[src/rtl/ndp_stream_scheduler.sv]
// rtl/ndp_stream_scheduler.sv - header-driven router between the DMA streams and the systolic-array bank
module ndp_stream_scheduler #(
  parameter int DATA_WIDTH = 32,
  parameter int SYS_WIDTH  = 16,
  parameter int LEN_BITS   = 16,
  localparam int SEL_BITS  = $clog2(SYS_WIDTH)
) (
  input  logic                  axi_aclk,
  input  logic                  axi_areset,
  input  logic [DATA_WIDTH-1:0] s_axis_tdata,
  input  logic                  s_axis_tvalid,
  input  logic                  s_axis_tlast,
  output logic                  s_axis_tready,
  output logic [DATA_WIDTH-1:0] w_data,
  output logic                  w_valid,
  output logic [SEL_BITS-1:0]   w_sel,
  input  logic                  w_ready,
  output logic [DATA_WIDTH-1:0] a_data,
  output logic                  a_valid,
  input  logic                  a_ready,
  input  logic [DATA_WIDTH-1:0] r_data,
  input  logic                  r_valid,
  output logic                  r_ready,
  output logic [DATA_WIDTH-1:0] m_axis_tdata,
  output logic                  m_axis_tvalid,
  output logic                  m_axis_tlast,
  input  logic                  m_axis_tready,
  output logic                  busy,
  output logic                  err
);

  typedef enum logic [2:0] {S_HDR, S_LOAD, S_FEED, S_DRAIN, S_FLUSH} state_t;

  state_t              state_q, state_d;
  logic [LEN_BITS-1:0] len_q, fed_q, out_q, fed_nx;
  logic [SEL_BITS-1:0] sel_q;
  logic                flush_pend_q, feed_done_q, err_q;

  logic [3:0]          hdr_op, hdr_sel;
  logic [LEN_BITS-1:0] hdr_len;
  logic                hdr_load_ok, hdr_comp_ok;
  logic                s_fire, m_fire, at_len, beat_last, early_last, missing_last;
  logic                res_ok, res_last;

  assign hdr_op      = s_axis_tdata[31:28];
  assign hdr_sel     = s_axis_tdata[27:24];
  assign hdr_len     = s_axis_tdata[LEN_BITS-1:0];
  assign hdr_load_ok = (hdr_op == 4'd1) && ({28'd0, hdr_sel} < 32'(SYS_WIDTH)) && (hdr_len != '0);
  assign hdr_comp_ok = (hdr_op == 4'd2) && (hdr_len != '0);

  // Length check: a beat ends the command on reaching N or on tlast, whichever comes first.
  assign fed_nx       = fed_q + 1'b1;
  assign at_len       = (fed_nx == len_q);
  assign beat_last    = at_len | s_axis_tlast;
  assign early_last   = s_axis_tlast & ~at_len;
  assign missing_last = at_len & ~s_axis_tlast;

  assign res_ok   = (out_q < fed_q);
  assign res_last = feed_done_q & ((out_q + 1'b1) == fed_q);

  assign s_fire = s_axis_tvalid & s_axis_tready;
  assign m_fire = m_axis_tvalid & m_axis_tready;

  assign w_data       = s_axis_tdata;
  assign a_data       = s_axis_tdata;
  assign m_axis_tdata = r_data;
  assign w_sel        = sel_q;
  assign busy         = (state_q != S_HDR);
  assign err          = err_q;

  always_ff @(posedge axi_aclk) begin
    if (axi_areset) state_q <= S_HDR;
    else            state_q <= state_d;
  end

  always_comb begin
    state_d = state_q;
    case (state_q)
      S_HDR: begin
        if (s_fire) begin
          if (hdr_load_ok)       state_d = S_LOAD;
          else if (hdr_comp_ok)  state_d = S_FEED;
          else if (!s_axis_tlast) state_d = S_FLUSH;
        end
      end
      S_LOAD:  if (s_fire && beat_last) state_d = (flush_pend_q || missing_last) ? S_FLUSH : S_HDR;
      S_FEED:  if (s_fire && beat_last) state_d = S_DRAIN;
      S_DRAIN: if (m_fire && m_axis_tlast) state_d = flush_pend_q ? S_FLUSH : S_HDR;
      S_FLUSH: if (s_fire && s_axis_tlast) state_d = S_HDR;
      default: state_d = S_HDR;
    endcase
  end

  // Reset gates every handshake so nothing moves while the block is held.
  always_comb begin
    s_axis_tready = 1'b0;
    w_valid       = 1'b0;
    a_valid       = 1'b0;
    r_ready       = 1'b0;
    m_axis_tvalid = 1'b0;
    m_axis_tlast  = 1'b0;
    if (!axi_areset) begin
      case (state_q)
        S_HDR:   s_axis_tready = 1'b1;
        S_LOAD: begin
          w_valid       = s_axis_tvalid;
          s_axis_tready = w_ready;
        end
        S_FEED: begin
          a_valid       = s_axis_tvalid;
          s_axis_tready = a_ready;
          m_axis_tvalid = r_valid & res_ok;
          r_ready       = m_axis_tready & res_ok;
          m_axis_tlast  = res_last;
        end
        S_DRAIN: begin
          m_axis_tvalid = r_valid & res_ok;
          r_ready       = m_axis_tready & res_ok;
          m_axis_tlast  = res_last;
        end
        S_FLUSH: s_axis_tready = 1'b1;
        default: s_axis_tready = 1'b0;
      endcase
    end
  end

  always_ff @(posedge axi_aclk) begin
    if (axi_areset) begin
      len_q        <= '0;
      fed_q        <= '0;
      out_q        <= '0;
      sel_q        <= '0;
      flush_pend_q <= 1'b0;
      feed_done_q  <= 1'b0;
      err_q        <= 1'b0;
    end else begin
      case (state_q)
        S_HDR: begin
          if (s_fire) begin
            sel_q        <= SEL_BITS'(hdr_sel);
            len_q        <= hdr_len;
            fed_q        <= '0;
            out_q        <= '0;
            feed_done_q  <= 1'b0;
            flush_pend_q <= 1'b0;
            if (!hdr_load_ok && !hdr_comp_ok) err_q <= 1'b1;
          end
        end
        S_LOAD, S_FEED: begin
          if (s_fire) begin
            fed_q <= fed_nx;
            if (early_last || missing_last) err_q <= 1'b1;
            if (missing_last) flush_pend_q <= 1'b1;
            if (state_q == S_FEED && beat_last) feed_done_q <= 1'b1;
          end
        end
        S_FLUSH: if (s_fire && s_axis_tlast) flush_pend_q <= 1'b0;
        default: ;
      endcase
      if (m_fire) out_q <= out_q + 1'b1;
    end
  end

endmodule
[config.mk]
export PLATFORM = sky130hd
export DESIGN_NAME = ndp_stream_scheduler
export DESIGN_NICKNAME = d
export VERILOG_FILES = /design/src/rtl/ndp_stream_scheduler.sv
export SDC_FILE = /design/constraint.sdc
export NUM_CORES = 1
export LEC_CHECK = 0
export ABC_AREA = 1
export CORE_MARGIN = 1.5
export CORE_UTILIZATION = 30
export CTS_BUF_LIST = sky130_fd_sc_hd__clkbuf_2
export DETAILED_ROUTE_END_ITERATION = 8
export HOLD_SLACK_MARGIN = 0.1
export PLACE_DENSITY_LB_ADDON = 0.15
export SYNTH_ARGS = -nofsm -noshare
export SYNTH_HDL_FRONTEND = slang
export SYNTH_SLANG_ARGS = --single-unit
[constraint.sdc]
create_clock -name axi_aclk -period 7 [get_ports axi_aclk]
set_clock_uncertainty 0.1 [all_clocks]
set_input_delay 1.4 -clock axi_aclk [delete_from_list [all_inputs] [get_ports axi_aclk]]
set_output_delay 1.4 -clock axi_aclk [all_outputs]
set_load 0.02 [all_outputs]
==> flow_metrics.env <==
export IMPL_maxSlewViolCount=0
export IMPL_max_freq_mhz=192
export IMPL_htreeDepth=3
export IMPL_grt_pass1_wl_mm=21.0
export IMPL_ir_drop_v=0.0000951
export IMPL_cts_tree="yes"
export IMPL_drt_initial_drc_count=226
export IMPL_nNetsFinal=804
export IMPL_path_clk_slew_ps=200
export IMPL_synth_async_reset_ratio=0
export IMPL_syn_inst=718
export IMPL_antenna_cells=0
export IMPL_rsz0062_at_grt="false"
export IMPL_clock_path_buffers=2
export IMPL_grt_pass1_vias=4156
export IMPL_grt_usage=0.163
export IMPL_dr_pass1_iters=5
export IMPL_viasPerCell=4.67
export IMPL_cap_violations=0
export IMPL_grt_remaining_overflow=0
export IMPL_hpwl_mm=9.73
export IMPL_cp_required_ps=5500
export IMPL_drc=0
export IMPL_antenna_found_initial=0
export IMPL_tightestPinTransition_ps=871
export IMPL_core_area_um2=15400
export IMPL_num_rows=45
export IMPL_wire_per_inst_um=13.9
export IMPL_root_buffer="clkbuf_2"
export IMPL_syn_to_final_growth_pct=12.1
export IMPL_end_kind="output port"
export IMPL_start_kind="primary input"
export IMPL_synth_edff_count=0
export IMPL_insertion_delay_ps=580
export IMPL_ys_warn_count=0
export IMPL_min_period_ps=5200
export IMPL_wl_mm=12.9
export IMPL_die_x_um=129
export IMPL_fin_tns_setup_ps=0
export IMPL_cts_setup_buffers=0
export IMPL_synth_ff_type="dfxtp_1"
export IMPL_synthesis_nets=810
export IMPL_final_period_utilization=0.742
export IMPL_seq_area_frac_synth=0.243
export IMPL_pin_count=180
export IMPL_gp_congestion=0.884
export IMPL_cts_sinks=58
export IMPL_ys_types=38
export IMPL_dieArea_um2=16700
export IMPL_drive_gt1_frac=0.0683
export IMPL_crit_fanout=35
export IMPL_ctsHoldBuffers=0
export IMPL_initial_core_util=0.311
export IMPL_setup_viol=0
export IMPL_worstSetupPathType="in -> out"
export IMPL_max_slew_margin_rel=0.419
export IMPL_synth_area_um2=4790
export IMPL_port_buffers=91
export IMPL_status="completed"
export IMPL_vias=4330
export IMPL_yosys_register_bits=58
export IMPL_worstPathArrival_ps=3700
export IMPL_drtAntennaViolNets=0
export IMPL_hp_class="reg -> reg"
export IMPL_hold_viol_final=0
export IMPL_power_density_nw_per_um2=196
export IMPL_grt_max_degree=36
export IMPL_ctsResizeCount=0
export IMPL_leakagePower_nw=2.17
export IMPL_die_y_um=129
export IMPL_finalPower_mw=1.05
export IMPL_cts_made_buffers=9
export IMPL_avgSynthCellArea_um2=6.67
[metal layers]
metal | up-vias | part of all wire | GRT usage
met2 | 155 | 0.45 | 0.264
met4 | 0 | 0.020 | 0.0562
met1 | 1920 | 0.47 | 0.213
li1 | 2229 | - | -
met3 | 26 | 0.060 | 0.0396
met5 | - | 0 | 0
[sequential cells by signal, indices dropped and copies added (netlist names)]
signal / flops
len_q: 16
err: 1
out_q: 16
fed_q: 16
w_sel: 4
feed_done_q: 1
state_q: 3
flush_pend_q: 1
[cell type report]
| cell class | instances | area [um2] |
|---|---|---|
| repair buffers | 94 | 933 |
| flip-flops and latches | 58 | 1160 |
| fillers | 1654 | 10000 |
| multi-input cells | 477 | 2570 |
| inverters | 72 | 270 |
| well taps | 211 | 264 |
| clock buffers | 9 | 45.0 |
| clock inverters | 7 | 125 |
[cells in the final DEF, fill, tap and decap left out, types with 9 or more instances in the layout]
cell type,netlist,final
o21ai_0,30,30
xor2_1,18,18
nand3_1,54,54
clkdlybuf4s50_1,0,91
nand4_1,17,17
nand2_1,156,156
ha_1,20,20
inv_1,69,69
nor2_1,63,63
dfxtp_1,58,58
a21oi_1,57,57
clkbuf_2,0,9
[report_power, final]
part | switching (mW) | internal (mW) | leakage, nW
Combinational | 0.204 | 0.136 | 1.61
Sequential | 0.0265 | 0.368 | 0.471
Clock | 0.158 | 0.157 | 0.0967
[synth_stat cells (all sizes together), types with 3 or more instances]
cell / n / area (um2)
nor2: 77 / 354
nand2: 163 / 634
nand3: 55 / 280
nand4: 18 / 119
nand3b: 4 / 30.0
xnor3: 3 / 67.6
buf: 105 / 764
ha: 20 / 250
xnor2: 4 / 35.0
a21oi: 59 / 303
dfxtp: 58 / 1160
inv: 71 / 267
xor2: 18 / 158
nor3: 9 / 61.3
nor4: 5 / 31.3
clkbuf: 6 / 22.5
o21ai: 35 / 175
[kinds of logic (layout without fill, tap and decap cells)]
group / count (synthesis) / count (layout) / synth area share
XOR/XNOR: 26 / 26 / 0.0593
AND/OR/NAND/NOR: 333 / 333 / 0.318
flip-flops: 58 / 58 / 0.243
buffers and inverters: 183 / 182 / 0.221
AO/OA/AOI/OAI: 98 / 98 / 0.107
adder cells (fa/ha/maj): 20 / 20 / 0.0523
[per-stage QoR]
step / setup slack, ps / utilization / hold WS, ps / area (um2) / std cells
6_report: 1800 / 0.349 / 367 / 5370 / 928
5_1_grt: 1540 / 0.349 / 381 / 5370 / 928
4_1_cts: 1790 / 0.349 / 369 / 5370 / 928
3_5_place_dp: 1800 / 0.338 / 345 / 5200 / 912
3_3_place_gp: 1810 / 0.338 / 344 / 5200 / 912
2_1_floorplan: 2810 / - / 324 / 4790 / 718
[worst max-delay path, cell delays in order]
cell and delay (ps):
clkdlybuf4s50_1 400, buf_4 260, inv_1 120, nand2_1 90, nor3_1 280, nand4_1 140
inv_1 70, nand4_1 70, nor3_1 220, clkdlybuf4s50_1 650
[path summary, 6_finish.rpt]
| path | from | end | slack [ps] | depth (start not counted) |
|---|---|---|---|---|
| max | axi_areset | m_axis_tlast | 1800 | 10 |
| max reg2reg | fed_q[5] | out_q[14] | 3840 | 14 |
| min | err | err | 370 | 2 |
| min reg2reg | err | err | 370 | 2 |
Power figures use the tool's default switching activity.
